### src/rtl/lcd_pkg.sv
// Shared definitions for the front-panel instruction entry path.
// Opcodes, switch-word field positions, capture FSM encoding and the field normaliser.
package lcd_pkg;

  localparam logic [2:0] OP_LOAD = 3'b000;
  localparam logic [2:0] OP_ADD  = 3'b001;
  localparam logic [2:0] OP_ADDI = 3'b010;
  localparam logic [2:0] OP_SUB  = 3'b011;
  localparam logic [2:0] OP_SUBI = 3'b100;
  localparam logic [2:0] OP_MUL  = 3'b101;
  localparam logic [2:0] OP_CLR  = 3'b110;
  localparam logic [2:0] OP_DPL  = 3'b111;

  localparam int unsigned SW_W    = 14;
  localparam int unsigned OPC_MSB = 13;
  localparam int unsigned OPC_LSB = 11;
  localparam int unsigned REG_MSB = 10;
  localparam int unsigned REG_LSB = 7;
  localparam int unsigned IMM_MSB = 6;
  localparam int unsigned IMM_LSB = 0;

  localparam logic [6:0] IMM_NEG_ZERO = 7'b1000000;

  typedef enum logic [1:0] {
    StIdle,
    StHold,
    StWaitRel
  } cap_state_e;

  typedef struct packed {
    logic [2:0] opcode;
    logic [3:0] endreg;
    logic [6:0] imm;
  } instr_t;

  // Split the switch word; fold sign-magnitude -0 to +0 and blank operands of CLR.
  function automatic instr_t decode_sw(input logic [SW_W-1:0] sw);
    instr_t f;
    f.opcode = sw[OPC_MSB:OPC_LSB];
    f.endreg = sw[REG_MSB:REG_LSB];
    f.imm    = sw[IMM_MSB:IMM_LSB];
    if (f.imm == IMM_NEG_ZERO) f.imm = '0;
    if (f.opcode == OP_CLR) begin
      f.endreg = '0;
      f.imm    = '0;
    end
    return f;
  endfunction

endpackage

### src/rtl/instr_capture_if.sv
// Front-panel input and LCD-facing instruction bundle.
// slave = capture stage side, master = panel/LCD side.
interface instr_capture_if;
  import lcd_pkg::*;

  logic            key_n;
  logic [SW_W-1:0] sw;
  logic [2:0]      opcode;
  logic [3:0]      endreg;
  logic [6:0]      imm;
  logic            valid;
  logic            busy;
  logic [7:0]      count;

  modport slave (
    input  key_n,
    input  sw,
    output opcode,
    output endreg,
    output imm,
    output valid,
    output busy,
    output count
  );

  modport master (
    output key_n,
    output sw,
    input  opcode,
    input  endreg,
    input  imm,
    input  valid,
    input  busy,
    input  count
  );
endinterface

### src/rtl/key_debounce.sv
// Push-button synchroniser and level debouncer.
// o_press strobes on the same edge that o_key_stable falls.
module key_debounce #(
  parameter int unsigned DEB_CYCLES = 1_000_000
) (
  input  logic clk,
  input  logic rst,
  input  logic i_key_n,
  output logic o_key_stable,
  output logic o_press
);

  localparam int unsigned CntW = (DEB_CYCLES > 1) ? $clog2(DEB_CYCLES) : 1;
  localparam logic [CntW-1:0] CntMax = CntW'(DEB_CYCLES - 1);

  logic            r_key_meta;
  logic            r_key_sync;
  logic            r_key_stable;
  logic [CntW-1:0] r_cnt;
  logic            w_settled;

  assign w_settled = (r_key_sync != r_key_stable) && (r_cnt == CntMax);

  always_ff @(posedge clk or posedge rst) begin
    if (rst) begin
      r_key_meta   <= 1'b1;
      r_key_sync   <= 1'b1;
      r_key_stable <= 1'b1;
      r_cnt        <= '0;
    end else begin
      r_key_meta <= i_key_n;
      r_key_sync <= r_key_meta;
      if (r_key_sync == r_key_stable) begin
        r_cnt <= '0;
      end else if (r_cnt == CntMax) begin
        r_key_stable <= r_key_sync;
        r_cnt        <= '0;
      end else begin
        r_cnt <= r_cnt + CntW'(1);
      end
    end
  end

  assign o_key_stable = r_key_stable;
  assign o_press      = w_settled & ~r_key_sync;

endmodule

### src/rtl/instr_capture.sv
// Instruction entry stage: one debounced press latches one normalised switch word,
// then presses are locked out until the hold window ends and the button is released.
module instr_capture
  import lcd_pkg::*;
#(
  parameter int unsigned DEB_CYCLES  = 1_000_000,
  parameter int unsigned HOLD_CYCLES = 5_000_000
) (
  input logic              clk,
  input logic              rst,
  instr_capture_if.slave   bus
);

  localparam int unsigned HoldW = $clog2(HOLD_CYCLES + 1);
  // The valid cycle is hold count 0; counting to HOLD_CYCLES keeps busy for
  // HOLD_CYCLES full cycles after valid.
  localparam logic [HoldW-1:0] HoldMax = HoldW'(HOLD_CYCLES);

  logic [SW_W-1:0]  r_sw_meta;
  logic [SW_W-1:0]  r_sw_sync;
  logic             w_key_stable;
  logic             w_press;
  cap_state_e       r_state;
  logic [HoldW-1:0] r_hold_cnt;
  instr_t           r_instr;
  logic             r_valid;
  logic             r_busy;
  logic [7:0]       r_count;

  key_debounce #(
    .DEB_CYCLES (DEB_CYCLES)
  ) u_key_debounce (
    .clk          (clk),
    .rst          (rst),
    .i_key_n      (bus.key_n),
    .o_key_stable (w_key_stable),
    .o_press      (w_press)
  );

  always_ff @(posedge clk or posedge rst) begin
    if (rst) begin
      r_sw_meta <= '0;
      r_sw_sync <= '0;
    end else begin
      r_sw_meta <= bus.sw;
      r_sw_sync <= r_sw_meta;
    end
  end

  always_ff @(posedge clk or posedge rst) begin
    if (rst) begin
      r_state    <= StIdle;
      r_hold_cnt <= '0;
      r_instr    <= '0;
      r_valid    <= 1'b0;
      r_busy     <= 1'b0;
      r_count    <= '0;
    end else begin
      r_valid <= 1'b0;
      unique case (r_state)
        StIdle: begin
          if (w_press) begin
            r_instr    <= decode_sw(r_sw_sync);
            r_valid    <= 1'b1;
            r_busy     <= 1'b1;
            r_count    <= r_count + 8'd1;
            r_hold_cnt <= '0;
            r_state    <= StHold;
          end
        end
        StHold: begin
          if (r_hold_cnt == HoldMax) begin
            if (w_key_stable) begin
              r_busy  <= 1'b0;
              r_state <= StIdle;
            end else begin
              r_state <= StWaitRel;
            end
          end else begin
            r_hold_cnt <= r_hold_cnt + HoldW'(1);
          end
        end
        StWaitRel: begin
          if (w_key_stable) begin
            r_busy  <= 1'b0;
            r_state <= StIdle;
          end
        end
        default: begin
          r_busy  <= 1'b0;
          r_state <= StIdle;
        end
      endcase
    end
  end

  assign bus.opcode = r_instr.opcode;
  assign bus.endreg = r_instr.endreg;
  assign bus.imm    = r_instr.imm;
  assign bus.valid  = r_valid;
  assign bus.busy   = r_busy;
  assign bus.count  = r_count;

endmodule

### src/flat_wrapper.sv
// flat-port wrapper written by rule: the top's interface ports become plain ports
module instr_capture_flat import lcd_pkg::*;
#(
  parameter int unsigned DEB_CYCLES  = 1_000_000,
  parameter int unsigned HOLD_CYCLES = 5_000_000
)
  (clk, rst, bus_key_n, bus_sw, bus_opcode, bus_endreg, bus_imm, bus_valid, bus_busy, bus_count);
  instr_capture_if bus_i ();
  input logic clk;
  input logic rst;
  input wire logic [$bits(bus_i.key_n)-1:0] bus_key_n;
  input wire logic [$bits(bus_i.sw)-1:0] bus_sw;
  output wire logic [$bits(bus_i.opcode)-1:0] bus_opcode;
  output wire logic [$bits(bus_i.endreg)-1:0] bus_endreg;
  output wire logic [$bits(bus_i.imm)-1:0] bus_imm;
  output wire logic [$bits(bus_i.valid)-1:0] bus_valid;
  output wire logic [$bits(bus_i.busy)-1:0] bus_busy;
  output wire logic [$bits(bus_i.count)-1:0] bus_count;
  assign bus_i.key_n = bus_key_n;
  assign bus_i.sw = bus_sw;
  assign bus_opcode = bus_i.opcode;
  assign bus_endreg = bus_i.endreg;
  assign bus_imm = bus_i.imm;
  assign bus_valid = bus_i.valid;
  assign bus_busy = bus_i.busy;
  assign bus_count = bus_i.count;
  instr_capture #(.DEB_CYCLES(DEB_CYCLES), .HOLD_CYCLES(HOLD_CYCLES)) u_core (.clk(clk), .rst(rst), .bus(bus_i));
endmodule
### config.mk
export PLATFORM = sky130hd
export DESIGN_NAME = instr_capture_flat
export DESIGN_NICKNAME = d
export VERILOG_FILES = /design/src/rtl/lcd_pkg.sv /design/src/rtl/instr_capture_if.sv /design/src/rtl/key_debounce.sv /design/src/rtl/instr_capture.sv /design/src/flat_wrapper.sv
export SDC_FILE = /design/constraint.sdc
export NUM_CORES = 1
export LEC_CHECK = 0
export ABC_AREA = 1
export CAP_MARGIN = 30
export CORE_ASPECT_RATIO = 1.2
export CORE_MARGIN = 4
export CORE_UTILIZATION = 55
export CTS_CLUSTER_SIZE = 16
export DETAILED_ROUTE_END_ITERATION = 10
export GPL_TIMING_DRIVEN = 0
export MAX_ROUTING_LAYER = met4
export PLACE_DENSITY_LB_ADDON = 0.1
export SLEW_MARGIN = 20
export SYNTH_ARGS = -nofsm -noshare
export SYNTH_HDL_FRONTEND = slang
export SYNTH_SLANG_ARGS = --single-unit
### constraint.sdc
create_clock -name clk -period 6.45 [get_ports clk]
set_input_delay 0.645 -clock clk [delete_from_list [all_inputs] [get_ports clk]]
set_output_delay 0.645 -clock clk [all_outputs]
set_load 0.01 [all_outputs]
* Yosys cells after proc, flatten, opt, wreduce, memory -nomap -nowiden
Index checks and enable logic that the tools add are counted.
** Word-level totals
- Bits in registers :: 100
** Cells by class
- Add/sub/neg operators :: 3
- Equality and inequality tests :: 12
- Mux-type cells :: 18
- Bitwise operators :: 3
- Reductions and logical operators :: 8
** Operators by type and width (number)
- 2-to-1 mux 23 bit :: 2
- one-hot mux 23 bit (2 select lines) :: 1
- 2-to-1 mux 20 bit :: 2
- adder 23 x 1 -> 23 bit, second input constant :: 1
- equality test 23 bit, second input constant :: 1
- adder 20 x 1 -> 20 bit, second input constant :: 1
- equality test 20 bit, second input constant :: 1
- 2-to-1 mux 11 bit :: 1
- adder 8 x 1 -> 8 bit, second input constant :: 1
- 2-to-1 mux 2 bit :: 4
- equality test 7 bit, second input constant :: 1
- 2-to-1 mux 7 bit :: 1
- != test 2 bit, second input constant :: 3
- one-hot mux 2 bit (3 select lines) :: 1
- AND reduction 2 bit :: 3
- AND reduction 3 bit :: 2
- 2-to-1 mux 1 bit :: 5
- equality test 3 bit, second input constant :: 1
- one-hot mux 1 bit (3 select lines) :: 1
- equality test 2 x 1 -> 1 bit, second input constant :: 1
- equality test 2 bit, second input constant :: 1
- zero test 2 bit :: 1
- != test 2 x 1 -> 1 bit, second input constant :: 1
- NOT 1 bit :: 2
- other kinds (5) :: 5

* Longest topological paths before layout
Gate-level depths: netlist of the first run.
- Depth in word-level cells :: 5
- Mapped depth :: 11

* By module
Synthesis of the first run repeated with hierarchy kept, for this count alone.
** Second synthesis, totals
- Cell total of the unflattened synthesis :: 565
- Area total of the unflattened synthesis :: 4817.1 µm²
** By module, submodules not included
- instr_capture :: times used 1, cells each 409, area each 3559.7 µm²
- key_debounce :: times used 1, cells each 156, area each 1257.5 µm²

* Worst setup path after synthesis of the first run
OpenSTA, ideal clock, no wires.
- Kind :: register to register
- From :: register u_core.u_key_debounce.r_cnt[0]
- To :: register u_core.r_hold_cnt[13]
- Library setup time :: 0.118 ns
- Arrival time :: 1.508 ns
- Path slack :: 4.823 ns
- Cell stages (with the launch flop) :: 11
- Buffers on the path :: 1
- Period minus slack after synthesis :: 1.627 ns
- Cell sequence :: dfrtp_1 -> ha_1 -> nand3_1 -> nand3b_4 -> nor2_4 -> nand2_2 -> nand2_4 -> nand2_4 -> buf_6 -> nand2_1 -> nand2_1
** Between the ends
- Cells in the longest elaborated chain, start to end :: 5
** Ends and longest elaborated chain
- start: declaration :: line key_debounce.sv:19 : logic [CntW-1:0] r_cnt;
- start signal: assignment :: line key_debounce.sv:39 : r_cnt <= r_cnt + CntW'(1);
- equality test 20 bit :: line key_debounce.sv:22 : assign w_settled = (r_key_sync != r_key_stable) && (r_cnt == CntMax);
- logical AND 1 bit :: line key_debounce.sv:22
- bitwise AND 1 bit :: line key_debounce.sv:45 : assign o_press = w_settled & ~r_key_sync;
- != test 2 bit (no source line)
- AND reduction 3 bit (no source line)
- end signal: assignment :: line instr_capture.sv:80 : r_hold_cnt <= r_hold_cnt + HoldW'(1);
- end: declaration :: line instr_capture.sv:24 : logic [HoldW-1:0] r_hold_cnt;
No other way between the ends.
A chain may end at the register's enable or synchronous reset.

* Final worst setup path of the first run
- From :: register u_core.r_count[3] (netlist: u_core.bus.count[3])
- To :: output bus_count[3]
** RTL lines
- start: declaration :: line instr_capture.sv:28 : logic [7:0] r_count;
- start signal: assignment :: line instr_capture.sv:66 : r_count <= r_count + 8'd1;
- end: declaration :: line flat_wrapper.sv:18 : output wire logic [$bits(bus_i.count)-1:0] bus_count;
No word-level cell between the ends.

==> results of run 1 <==
==> layer usage <==
layer	vias to the layer above	track usage (%)
met5	-	-
met4	0	8.48
met3	16	3.39
met2	57	36.0
met1	1891	27.7
li1	2025	-
==> cell usage in the layout, fill, tap and decap left out, types with 6 or more instances in the layout <==
cell type,n
sky130_fd_sc_hd__a21oi_1,9
sky130_fd_sc_hd__nand3_1,60
sky130_fd_sc_hd__nand4_1,17
sky130_fd_sc_hd__clkbuf_8,10
sky130_fd_sc_hd__nor3_1,16
sky130_fd_sc_hd__nor2_2,7
sky130_fd_sc_hd__xnor2_1,6
sky130_fd_sc_hd__ha_1,7
sky130_fd_sc_hd__o21ai_1,11
sky130_fd_sc_hd__inv_2,9
sky130_fd_sc_hd__o21ai_0,7
sky130_fd_sc_hd__nand2_1,182
sky130_fd_sc_hd__xor2_1,9
sky130_fd_sc_hd__inv_1,51
sky130_fd_sc_hd__dfrtp_1,97
sky130_fd_sc_hd__clkdlybuf4s50_1,40
sky130_fd_sc_hd__nor2_1,80
==> sequential cells by signal, indices dropped and copies added, names as in the netlist <==
register                            count
u_core.bus.endreg                       4
u_core.u_key_debounce.o_key_stable      1
u_core.r_sw_meta                       14
u_core.bus.busy                         1
u_core.bus.opcode                       3
u_core.u_key_debounce.r_cnt            20
u_core.r_hold_cnt                      23
u_core.u_key_debounce.r_key_sync        1
u_core.bus.valid                        1
u_core.r_sw_sync                       14
u_core.u_key_debounce.r_key_meta        1
u_core.r_state                          2
u_core.bus.count                        8
u_core.bus.imm                          7
==> worst paths after layout <==
kind                                           startpoint                          endpoint  slack [ns]  cells past startpoint
max reg2reg                u_core.u_key_debounce.r_cnt[0]   u_core.u_key_debounce.r_cnt[14]        4.48                      8
max in group asynchronous                             rst  u_core.u_key_debounce.r_key_sync        5.16                      3
min in group asynchronous                             rst              u_core.r_hold_cnt[3]        0.61                      2
min reg2reg                           u_core.r_sw_meta[5]               u_core.r_sw_sync[5]        0.36                      0
max                                   u_core.bus.count[3]                      bus_count[3]        4.43                      1
min                                   u_core.r_sw_meta[5]               u_core.r_sw_sync[5]        0.36                      0
==> logic make-up after synthesis <==
logic type	after synthesis
fa+ha+maj	7
compound gates	31
xor+xnor	15
simple gates	376
flops	100
buf+inv	72
==> power by group through the flow <==
stage | Clock (mW) | Sequential (mW) | Combinational (mW)
final | 0.403 | 0.642 | 0.0337
after global routing | 0.437 | 0.644 | 0.0390
after CTS | 0.410 | 0.643 | 0.0350
after detailed placement | 0 | 0.655 | 0.0351
after global placement | 0 | 0.654 | 0.0317
after floorplan | 0 | 0.654 | 0.0173
==> layout make-up <==
| type | count | area share, % |
|---|---|---|
| well taps | 117 | 2.61 |
| plain buffers | 10 | 1.11 |
| inverters | 62 | 4.23 |
| clock buffers | 10 | 2.45 |
| multi-input cells | 429 | 36.2 |
| flip-flops and latches | 100 | 44.6 |
| repair buffers | 41 | 7.62 |
| clock inverters | 6 | 1.14 |
==> metrics.md, run 1 <==
| Metric | Value |
|---|---|
| Largest cells by area after synthesis | sky130_fd_sc_hd__dfrtp_1, sky130_fd_sc_hd__nand2_1, sky130_fd_sc_hd__nand3_1 |
| Multiplexer area fraction after synthesis | 0% |
| Most used standard cells in the synthesized netlist | sky130_fd_sc_hd__nand2_1, sky130_fd_sc_hd__dfrtp_1, sky130_fd_sc_hd__nor2_1 |
| Gr ovfl total | 0 |
| Worst clock skew | 0.0156 ns |
| Transition time at the pin with the least slew margin | 0.693 ns |
| Routed length on met1 | 4520 um |
| Power share of the combinational group | 3.1% |
| Clock period minus worst slack | 2.02 ns |
| Yosys warns | 0 |
| Outcome | complete, no violations |
| Via-per-instance ratio | 5.15 |
| Final Hold Slack | 0.358 ns |
| I/O pins | 41 |
| Number of buffers inserted for hold repair after clock tree synthesis | 0 |
| Met3 layer wire length in the routed design | 304 um |
| Synth-to-layout area growth | 16.1% |
| Post-synth top area cell | sky130_fd_sc_hd__dfrtp_1 |
| Number of buffers inserted during clock tree synthesis | 9 |
| Buffers and inverters on the worst path | 1 |
| Post-Synth Simple-Gate Area | 34.2% |
| Final setup viols | 0 |
| Antenna diode count | 0 |
| Largest stage delay, worst path | 0.58 ns |
| DRC marker count from the first detailed-route iteration | 248 |
| Avg Synthesized Cell Area | 8.05 um^2 |
| Post-synth EDFFs | 0 |
| Type of the worst min-delay path | flip-flop to flip-flop |
| Critical path startpoint category | flip-flop |
| Residual DRC count | 0 |
| Core area | 8560 um^2 |
| Largest buffer count on any clock path | 2 |
| Post-layout utilization of the core | 65.6% |
| Post-route cell area | 5620 um^2 |
| Average wire per cell in the routed design | 13.1 um |
| Die Footprint | 10400 um^2 |
| Share of post-route cells with drive strength above 1 | 7.75% |
| Post-DP Area | 5420 um^2 |
| Crit share post-route | 31.4% |
| X dimension of the die | 93.6 um |
| Internal cell power | 814 uW |
| Die extent in y | 111 um |
| Number of iterations in the first detailed-routing pass | 5 |
| Max-slew headroom | 53.6% |
| Footprint of the flip-flops and latches | 2510 um^2 |
| Count of vias placed by the detailed router | 3989 |
| Total power draw | 1.08 mW |
| Classification of the worst setup path | flip-flop to output port |
| Largest net degree at the start of global routing | 67 |
| Total power density per cell area | 192 nW/um^2 |
| Fraction of power spent switching nets | 24.5% |
| Post-CTS Repair Setup Buffers | 0 |
| Maximum capacitance violations | 0 |
| Max-slew violation total from the final report | 0 |
| Leakage power | 2.57 nW |
| # resized after CTS | 0 |
| Met2 WL post-DR | 5120 um |
| Post-Layout Cell Count | 775 |
| Final Worst Setup Slack | 4.43 ns |
| Largest family of logic cells by synthesized area | simple AND/OR/NAND/NOR gates |
| Global-route wire length before repair | 18000 um |
| CTS sink count | 100 |
| Number of library cell types mapped by synthesis | 33 |
| Setup repair after global routing missed its margin | false |
| Psw | 265 uW |
| Clock Latency Late Sink | 0.38 ns |
| Post-synthesis instance total | 601 |
| Syn_nets | 625 |
| Via count of the first global-routing pass | 3926 |
| Clock Tree Root | sky130_fd_sc_hd__clkbuf_8 |
| Relative contribution of the clock network to total power | 37.3% |
| Half-perimeter wire length of the detailed placement result | 7490 um |
| Synth Flop Type | sky130_fd_sc_hd__dfrtp_1 |
| Category of cells accounting for the largest share of critical-path delay | buffers and inverters |
| Worst IR drop on VDD | 0.155 mV |
| Netlist area before placement | 4840 um^2 |
| Initial cell density of the core | 56.5% |
| Placed instance count | 759 |
| Clock input transition at the sequential cells of the worst setup and hold paths | 0.11 ns |
| Clock tree from TritonCTS | yes |
| Final hold violation count | 0 |
| Total routing usage reported by global routing | 22.1% |
| Data arrival time of the worst path | 1.38 ns |
| Maximum fanout along the worst path | 5 |
| Combined area of the multi-input logic cells | 2040 um^2 |
| Ordered cell list for the critical path | clkdlybuf4s50_1 |
| Fraction of registers with async set or reset after synthesis | 100% |
| Endpoint type of the worst setup path | output port |
| Top achievable clock speed | 494 MHz |
| Share of Yosys cell area claimed by the top area cell type | 50.2% |
| Number of fill cells | 731 |
| CP required | 5.80 ns |
| Highest routing layer actually used | met4 |
| Complex-gate fraction of the synthesized area | 3.34% |
| Seq pwr share | 59.5% |
| Setup TNS Final | 0 ns |
| Pre-CTS setup slack | 4.50 ns |
| Number of buffers inserted by port buffering | 40 |
| Area share of fa/ha/maj cells after synthesis | 1.81% |
| Number of antenna violations at the first check in global routing | 0 |
| Post-detailed-route count of antenna-violating nets | 0 |
| Cell with the largest stage delay on the worst path | sky130_fd_sc_hd__clkdlybuf4s50_1 |
| Flip-flop and latch count after synthesis | 100 |
| # nets final | 677 |
| Final wirelength | 10200 um |
| Post-synthesis share of cell area spent on xor and xnor gates | 2.72% |
| RePlAce Congestion | 0.897 |
| Clock H-tree levels | 3 |
| Seq/Total Area, Yosys | 51.8% |
| Floorplan row count | 37 |
| Most frequently used cell type in the post-synthesis netlist | sky130_fd_sc_hd__nand2_1 |
(Power assumes the default switching activity.)
==> run 2, diff against run 1 <==
--- a/config.mk
+++ b/config.mk
@@ -9,7 +9,7 @@
 export CAP_MARGIN = 30
 export CORE_ASPECT_RATIO = 1.2
 export CORE_MARGIN = 4
-export CORE_UTILIZATION = 55
+export CORE_UTILIZATION = 52
 export CTS_CLUSTER_SIZE = 16
 export DETAILED_ROUTE_END_ITERATION = 10
 export GPL_TIMING_DRIVEN = 0
==> constraint.sdc (replaced) <==
create_clock -name clk -period 1.7 [get_ports clk]
set_input_delay 0.17 -clock clk [delete_from_list [all_inputs] [get_ports clk]]
set_output_delay 0.17 -clock clk [all_outputs]
set_load 0.01 [all_outputs]
==> run 2 against run 1 <==
Clock skew is 0.0038 ns lower. Critical endpoint is now u_core.r_hold_cnt[18]. Worst setup slack worse by 4.4 ns. Clock power grew to 4.0 times the previous value. Worst hold slack worse by 0.23 ns. Global-route usage is 1.3 points lower. Wire length is 3.5% higher. Non-clock buffer count is 17 higher. Final cell count is 2.7% higher. Sequential power grew to 3.8 times the previous value. Critical path depth is 9 higher. Total power grew to 3.9 times the previous value. Clock-buffer cell count stayed put.
==> metrics.md, run 2 (synthesis gave the netlist of run 1 again) <==
| Metric | Value |
|---|---|
| Die extent in y | 114 um (+2.6%) |
| Commonest cells after routing, fill and taps aside | sky130_fd_sc_hd__nand2_1, sky130_fd_sc_hd__dfrtp_1, sky130_fd_sc_hd__nor2_1 |
| Transition time at the pin with the least slew margin | 0.466 ns (-0.226 ns) |
| Synth-to-layout area growth | 22.9% |
| Largest stage delay, worst path | 0.41 ns (-0.17 ns) |
| Die Footprint | 10900 um^2 (+5.3%) |
| Maximum fanout along the worst path | 10 (+5) |
| Crit share post-route | 99.0% |
| Number of buffers inserted by port buffering | 40 (unchanged) |
| Post-detailed-route count of antenna-violating nets | 0 (unchanged) |
| Post-Layout Cell Count | 796 (+2.7%) |
| Power share of the combinational group | 3.5% (+0.4 points) |
| Via count of the first global-routing pass | 3841 (-2.2%) |
| X dimension of the die | 96.0 um (+2.6%) |
| Relative contribution of the clock network to total power | 38.5% (+1.2 points) |
| Worst IR drop on VDD | 0.646 mV (+320%) |
| Clock Tree Root | sky130_fd_sc_hd__clkbuf_8 |
| R2r setup slk | 0.02 ns (-4.46 ns) |
| Setup TNS Final | 0 ns (unchanged) |
| Global-route wire length before repair | 17400 um (-3.2%) |
| Share of post-route cells with drive strength above 1 | 14.2% (+6.5 points) |
| Total routing usage reported by global routing | 20.8% (-1.3 points) |
| CP required | 1.95 ns (-3.85 ns) |
| Post-layout utilization of the core | 65.5% (-0.12 points) |
| Endpoint type of the worst setup path | flip-flop |
| Clock period minus worst slack | 1.68 ns |
| Fraction of power spent switching nets | 23.0% (-1.5 points) |
| Internal cell power | 3.24 mW (+300%) |
| Largest register by flop count | u_core.r_hold_cnt |
| Clock input transition at the sequential cells of the worst setup and hold paths | 0.11 ns (about the same) |
| Critical path startpoint category | flip-flop |
| Final hold violation count | 0 (unchanged) |
| Setup repair after global routing missed its margin | true |
| Type of the worst min-delay path | input port to async pin |
| Buffers and inverters on the worst path | 1 (unchanged) |
| Count of vias placed by the detailed router | 4115 (+3.2%) |
| Category of cells accounting for the largest share of critical-path delay | simple AND/OR/NAND/NOR gates |
| Clock Latency Late Sink | 0.36 ns (-0.02 ns) |
| Number of iterations in the first detailed-routing pass | 7 (+2) |
| Average wire per cell in the routed design | 13.2 um (+0.79%) |
| Number of buffers inserted for hold repair after clock tree synthesis | 0 (unchanged) |
| Regs by FF count | u_core.r_hold_cnt (23), u_core.u_key_debounce.r_cnt (20) |
| Max-slew violation total from the final report | 0 (unchanged) |
| Most common library cell in the layout ignoring fill and taps | sky130_fd_sc_hd__nand2_1 |
| Worst clock skew | 0.0118 ns (-0.00378 ns) |
| Via-per-instance ratio | 5.17 (+0.44%) |
| Post-route cell area | 5950 um^2 (+5.8%) |
| Largest net degree at the start of global routing | 35 (-48%) |
| Number of buffers inserted during clock tree synthesis | 9 (unchanged) |
| # nets final | 695 (+2.7%) |
| Final Worst Setup Slack | 0.0178 ns (-4.41 ns) |
| Pre-CTS setup slack | -0.227 ns (-4.72 ns) |
| Largest buffer count on any clock path | 2 (unchanged) |
| Final wirelength | 10500 um (+3.5%) |
| Max-slew headroom | 68.9% (+15 points) |
| Ordered cell list for the critical path | ha_4, nand3_4, nand3b_4, nor2_4, nand2_2, nand2_4, nand2_4, buf_8, nand2_1, nand2_1 |
| Total power density per cell area | 708 nW/um^2 (+270%) |
| Cell with the largest stage delay on the worst path | sky130_fd_sc_hd__dfrtp_1 |
| DRC marker count from the first detailed-route iteration | 209 (-16%) |
| Initial cell density of the core | 53.3% (-3.2 points) |
| Core area | 9080 um^2 (+6.0%) |
| Gr ovfl total | 0 (unchanged) |
| Outcome | complete, no violations |
| Placed instance count | 764 (+0.66%) |
| Half-perimeter wire length of the detailed placement result | 7480 um (about the same) |
| I/O pins | 41 (unchanged) |
| Psw | 970 uW (+270%) |
| Number of fill cells | 777 (+6.3%) |
| RePlAce Congestion | 0.898 (about the same) |
| Residual DRC count | 0 (unchanged) |
| Clock H-tree levels | 3 (unchanged) |
| Leakage power | 2.68 nW (+4.4%) |
| Top achievable clock speed | 594 MHz |
| Final setup viols | 0 (unchanged) |
| Classification of the worst setup path | flip-flop to flip-flop |
| Flip-flop count of the largest register, all copies and words added | 23 (unchanged) |
| CTS sink count | 100 (unchanged) |
| Floorplan row count | 38 (+2.7%) |
| Data arrival time of the worst path | 1.93 ns (+0.55 ns) |
| Seq pwr share | 58.0% (-1.5 points) |
| Clock tree from TritonCTS | yes |
| Post-DP Area | 5450 um^2 (+0.65%) |
| Number of antenna violations at the first check in global routing | 0 (unchanged) |
| Maximum capacitance violations | 0 (unchanged) |
| Antenna diode count | 0 (unchanged) |
run 2: final timing paths:
kind	startpoint	to	depth (start not counted)
worst max-delay path	u_core.u_key_debounce.r_cnt[1]	u_core.r_hold_cnt[18]	10
worst min-delay path	rst	u_core.r_hold_cnt[4]	2
worst max register to register	u_core.u_key_debounce.r_cnt[1]	u_core.r_hold_cnt[18]	10
worst min register to register	u_core.r_sw_meta[12]	u_core.r_sw_sync[12]	0
max in group asynchronous	rst	u_core.u_key_debounce.r_key_meta	4
min in group clk	bus_key_n	u_core.u_key_debounce.r_key_meta	1
run 2: power by group through the flow:
stage | clock (mW) | sequential [mW] | combinational (mW)
finish | 1.62 | 2.44 | 0.148
detailed placement | 0 | 2.48 | 0.143
global route | 1.80 | 2.45 | 0.169
floorplan | 0 | 2.48 | 0.0661
CTS | 1.68 | 2.44 | 0.148
global placement | 0 | 2.48 | 0.121
run 2: layout make-up:
cell class / count / area (um^2) / share of cell area [%]
Buffer: 10 / 77.6 / 1.30
Timing Repair Buffer: 58 / 573 / 9.64
Tap cell: 120 / 150 / 2.53
Sequential cell: 100 / 2510 / 42.2
Clock inverter: 6 / 77.6 / 1.30
Multi-Input combinational cell: 430 / 2180 / 36.6
Inverter: 62 / 241 / 4.06
Clock buffer: 10 / 138 / 2.31
run 2: metrics by stage:
step | hold slack, ns | power [mW]
after floorplan | 0.174 | 2.55
after global placement | 0.332 | 2.60
after detailed placement | 0.335 | 2.63
after CTS | 0.114 | 4.26
after global routing | 0.132 | 4.41
final | 0.129 | 4.21
run 2: per-layer routing:
metal | GRT usage (%) | vias to the layer above | share of wire, % | routed length (um)
met2 | 33.8 | 86 | 52 | 5420
met5 | - | - | 0 | 0
met3 | 4.62 | 13 | 3.7 | 385
met4 | 7.02 | 0 | 1.3 | 138
li1 | - | 2053 | - | -
met1 | 25.6 | 1963 | 43 | 4570
run 2: what timing repair did:
item,4_1_cts,5_1_grt
cloned,0,1
endpoints found under the hold margin,0,0
buffers inserted,6,9
gates resized for setup,19,31
endpoints found under the setup margin,53,56
pin swaps,2,7
==> variant (settings of run 2) <==
Re-encode `cap_state_e` (3 states) as one-hot, 3 bits wide.
--- a/src/rtl/lcd_pkg.sv
+++ b/src/rtl/lcd_pkg.sv
@@ -21,10 +21,10 @@
 
   localparam logic [6:0] IMM_NEG_ZERO = 7'b1000000;
 
-  typedef enum logic [1:0] {
-    StIdle,
-    StHold,
-    StWaitRel
+  typedef enum logic [2:0] {
+    StIdle    = 3'b001,
+    StHold    = 3'b010,
+    StWaitRel = 3'b100
   } cap_state_e;
 
   typedef struct packed {
Behaviour: no difference found for any inputs over 10 cycles, from zero or initial values and one cycle with rst high; not proved beyond that.
==> variant against run 2 <==
- final area grew 3.1%
- sequential cell count grew 1
- setup slack gained 30 ps
- total power grew 2.0%
- routed wire length grew 1.6%
- combinational power grew 5%
- critical endpoint is now u_core.r_hold_cnt[22]
- core utilization grew 2.4 points
- largest power group unchanged
- area after synthesis shrank 0.23%
==> variant: results (changes against run 2) <==
| Metric | Value |
|---|---|
| Status | completed |
| Ranking of synthesized cells by area | dfrtp_1, nand2_1, nor2_1, inv_1, nand3_1 |
| Worst vdd rail ir drop | 643 uV (-0.47%) |
| Slew headroom | 0.669 (-0.0199) |
| Fillers | 746 (-4.0%) |
| RD Place Congestion | 0.934 (+4.0%) |
| Post-DP HPWL | 7.25 mm (-3.1%) |
| Seq/Total Area, Yosys | 0.525 (+0.00665) |
| Syn Nets | 588 (-5.9%) |
| Via count | 3998 (-2.8%) |
| Post-Place Cells | 730 (-4.5%) |
| Max incr delay on CP | 410 ps (about the same) |
| Main synth FF type | dfrtp_1 |
| Crit path launch | u_core.r_hold_cnt[1] |
| Drt first pass iters | 4 (-3) |
| Internal power | 3.25 mW (+0.31%) |
| Via-to-Cell Ratio | 5.14 (-0.60%) |
| Hold Crit Class | input port to asynchronous set/reset pin |
| Final setup viols | 0 (unchanged) |
| Port bufs | 40 (unchanged) |
| Post-layout net count | 674 (-3.0%) |
| Leakage power total | 2.79 nW (+4.2%) |
| First-pass GRT wire length | 17.7 mm (+1.8%) |
| CP max-delay cell | dfrtp_1 |
| Post-synthesis mux area share | 0 (unchanged) |
| Gr usage total | 0.216 (+0.00776) |
| Xor/xnor share of the synthesized area | 0.0254 (-0.00175) |
| WL per Instance | 13.7 um (+4.0%) |
| Starting DRT DRC Count | 187 (-11%) |
| Share of cells above drive strength 1 | 0.214 (+0.0723) |
| Area share of fa/ha/maj cells after synthesis | 0.0104 (-0.00774) |
| Pre-CTS setup slack | -125 ps (+103 ps) |
| CTS root buf | clkbuf_8 |
| Synth top cells by count | nand2_1, dfrtp_1, nor2_1 |
| Vias in the first global route | 3886 (+1.2%) |
| N_diodes | 0 (unchanged) |
| Syn avg cell area | 8.51 um^2 (+5.7%) |
| Biggest register | u_core.r_hold_cnt |
| Clk_lat worst skew | 380 ps (+20 ps) |
| Placed cell areas | 5440 um^2 (-0.21%) |
| Max FO, Critical Path | 4 (-6) |
| Largest net degree at the start of global routing | 34 (-2.9%) |
| Yosys cell types | 34 (+3.0%) |
| Setup Skew | 9.39 ps (-2.46 ps) |
| Post-synthesis compound-gate area fraction | 0.0627 (+0.0294) |
==> variant: routing by layer <==
metal / global-route usage / part of all wire
met1: 0.258 / 0.43
met2: 0.346 / 0.50
met3: 0.0475 / 0.043
met4: 0.0987 / 0.030
met5: - / 0
==> variant: timing repair <==
item | 4_1_cts | 5_1_grt
pin swaps | 4 | 16
gates resized for setup | 6 | 44
endpoints found under the setup margin | 34 | 53
setup buffers | 5 | 25
cloned | 0 | 2
hold buffers | 0 | 0
==> variant: cell type report <==
class                           count  area (um^2)  share of cell area
Buffer                             10         98.8              0.0161
Clock buffer                        9          124              0.0202
Clock inverter                      7          103              0.0167
Inverter                           59          228              0.0372
Multi-Input combinational cell    397         2110               0.344
Sequential cell                   101         2540               0.415
Tap cell                          120          150              0.0245
Timing Repair Buffer               75          777               0.127
==> variant: worst paths after layout <==
check / cells past startpoint / slack, ps / to
worst max-delay path: 11 / 50 / u_core.r_hold_cnt[22]
worst min-delay path: 2 / 60 / u_core.bus.endreg[2]
worst max register to register: 11 / 50 / u_core.r_hold_cnt[22]
worst min register to register: 0 / 360 / u_core.r_sw_sync[2]
max in group asynchronous: 5 / 680 / u_core.r_state[0]
min in group clk: 1 / 180 / u_core.u_key_debounce.r_key_meta
==> variant: logic make-up (layout without fill, tap and decap cells) <==
group,count (synthesis),count (layout)
compound gates,51,51
xor+xnor,14,14
fa+ha+maj,4,4
buf+inv,69,160
flops,101,101
simple gates,328,328
==> variant: power groups by stage <==
stage | sequential, mW | combinational, mW | clock, mW
final | 2.46 | 0.156 | 1.68
after global placement | 2.51 | 0.129 | 0
after global routing | 2.47 | 0.178 | 1.83
after detailed placement | 2.51 | 0.149 | 0
after floorplan | 2.50 | 0.0715 | 0
after CTS | 2.46 | 0.150 | 1.72
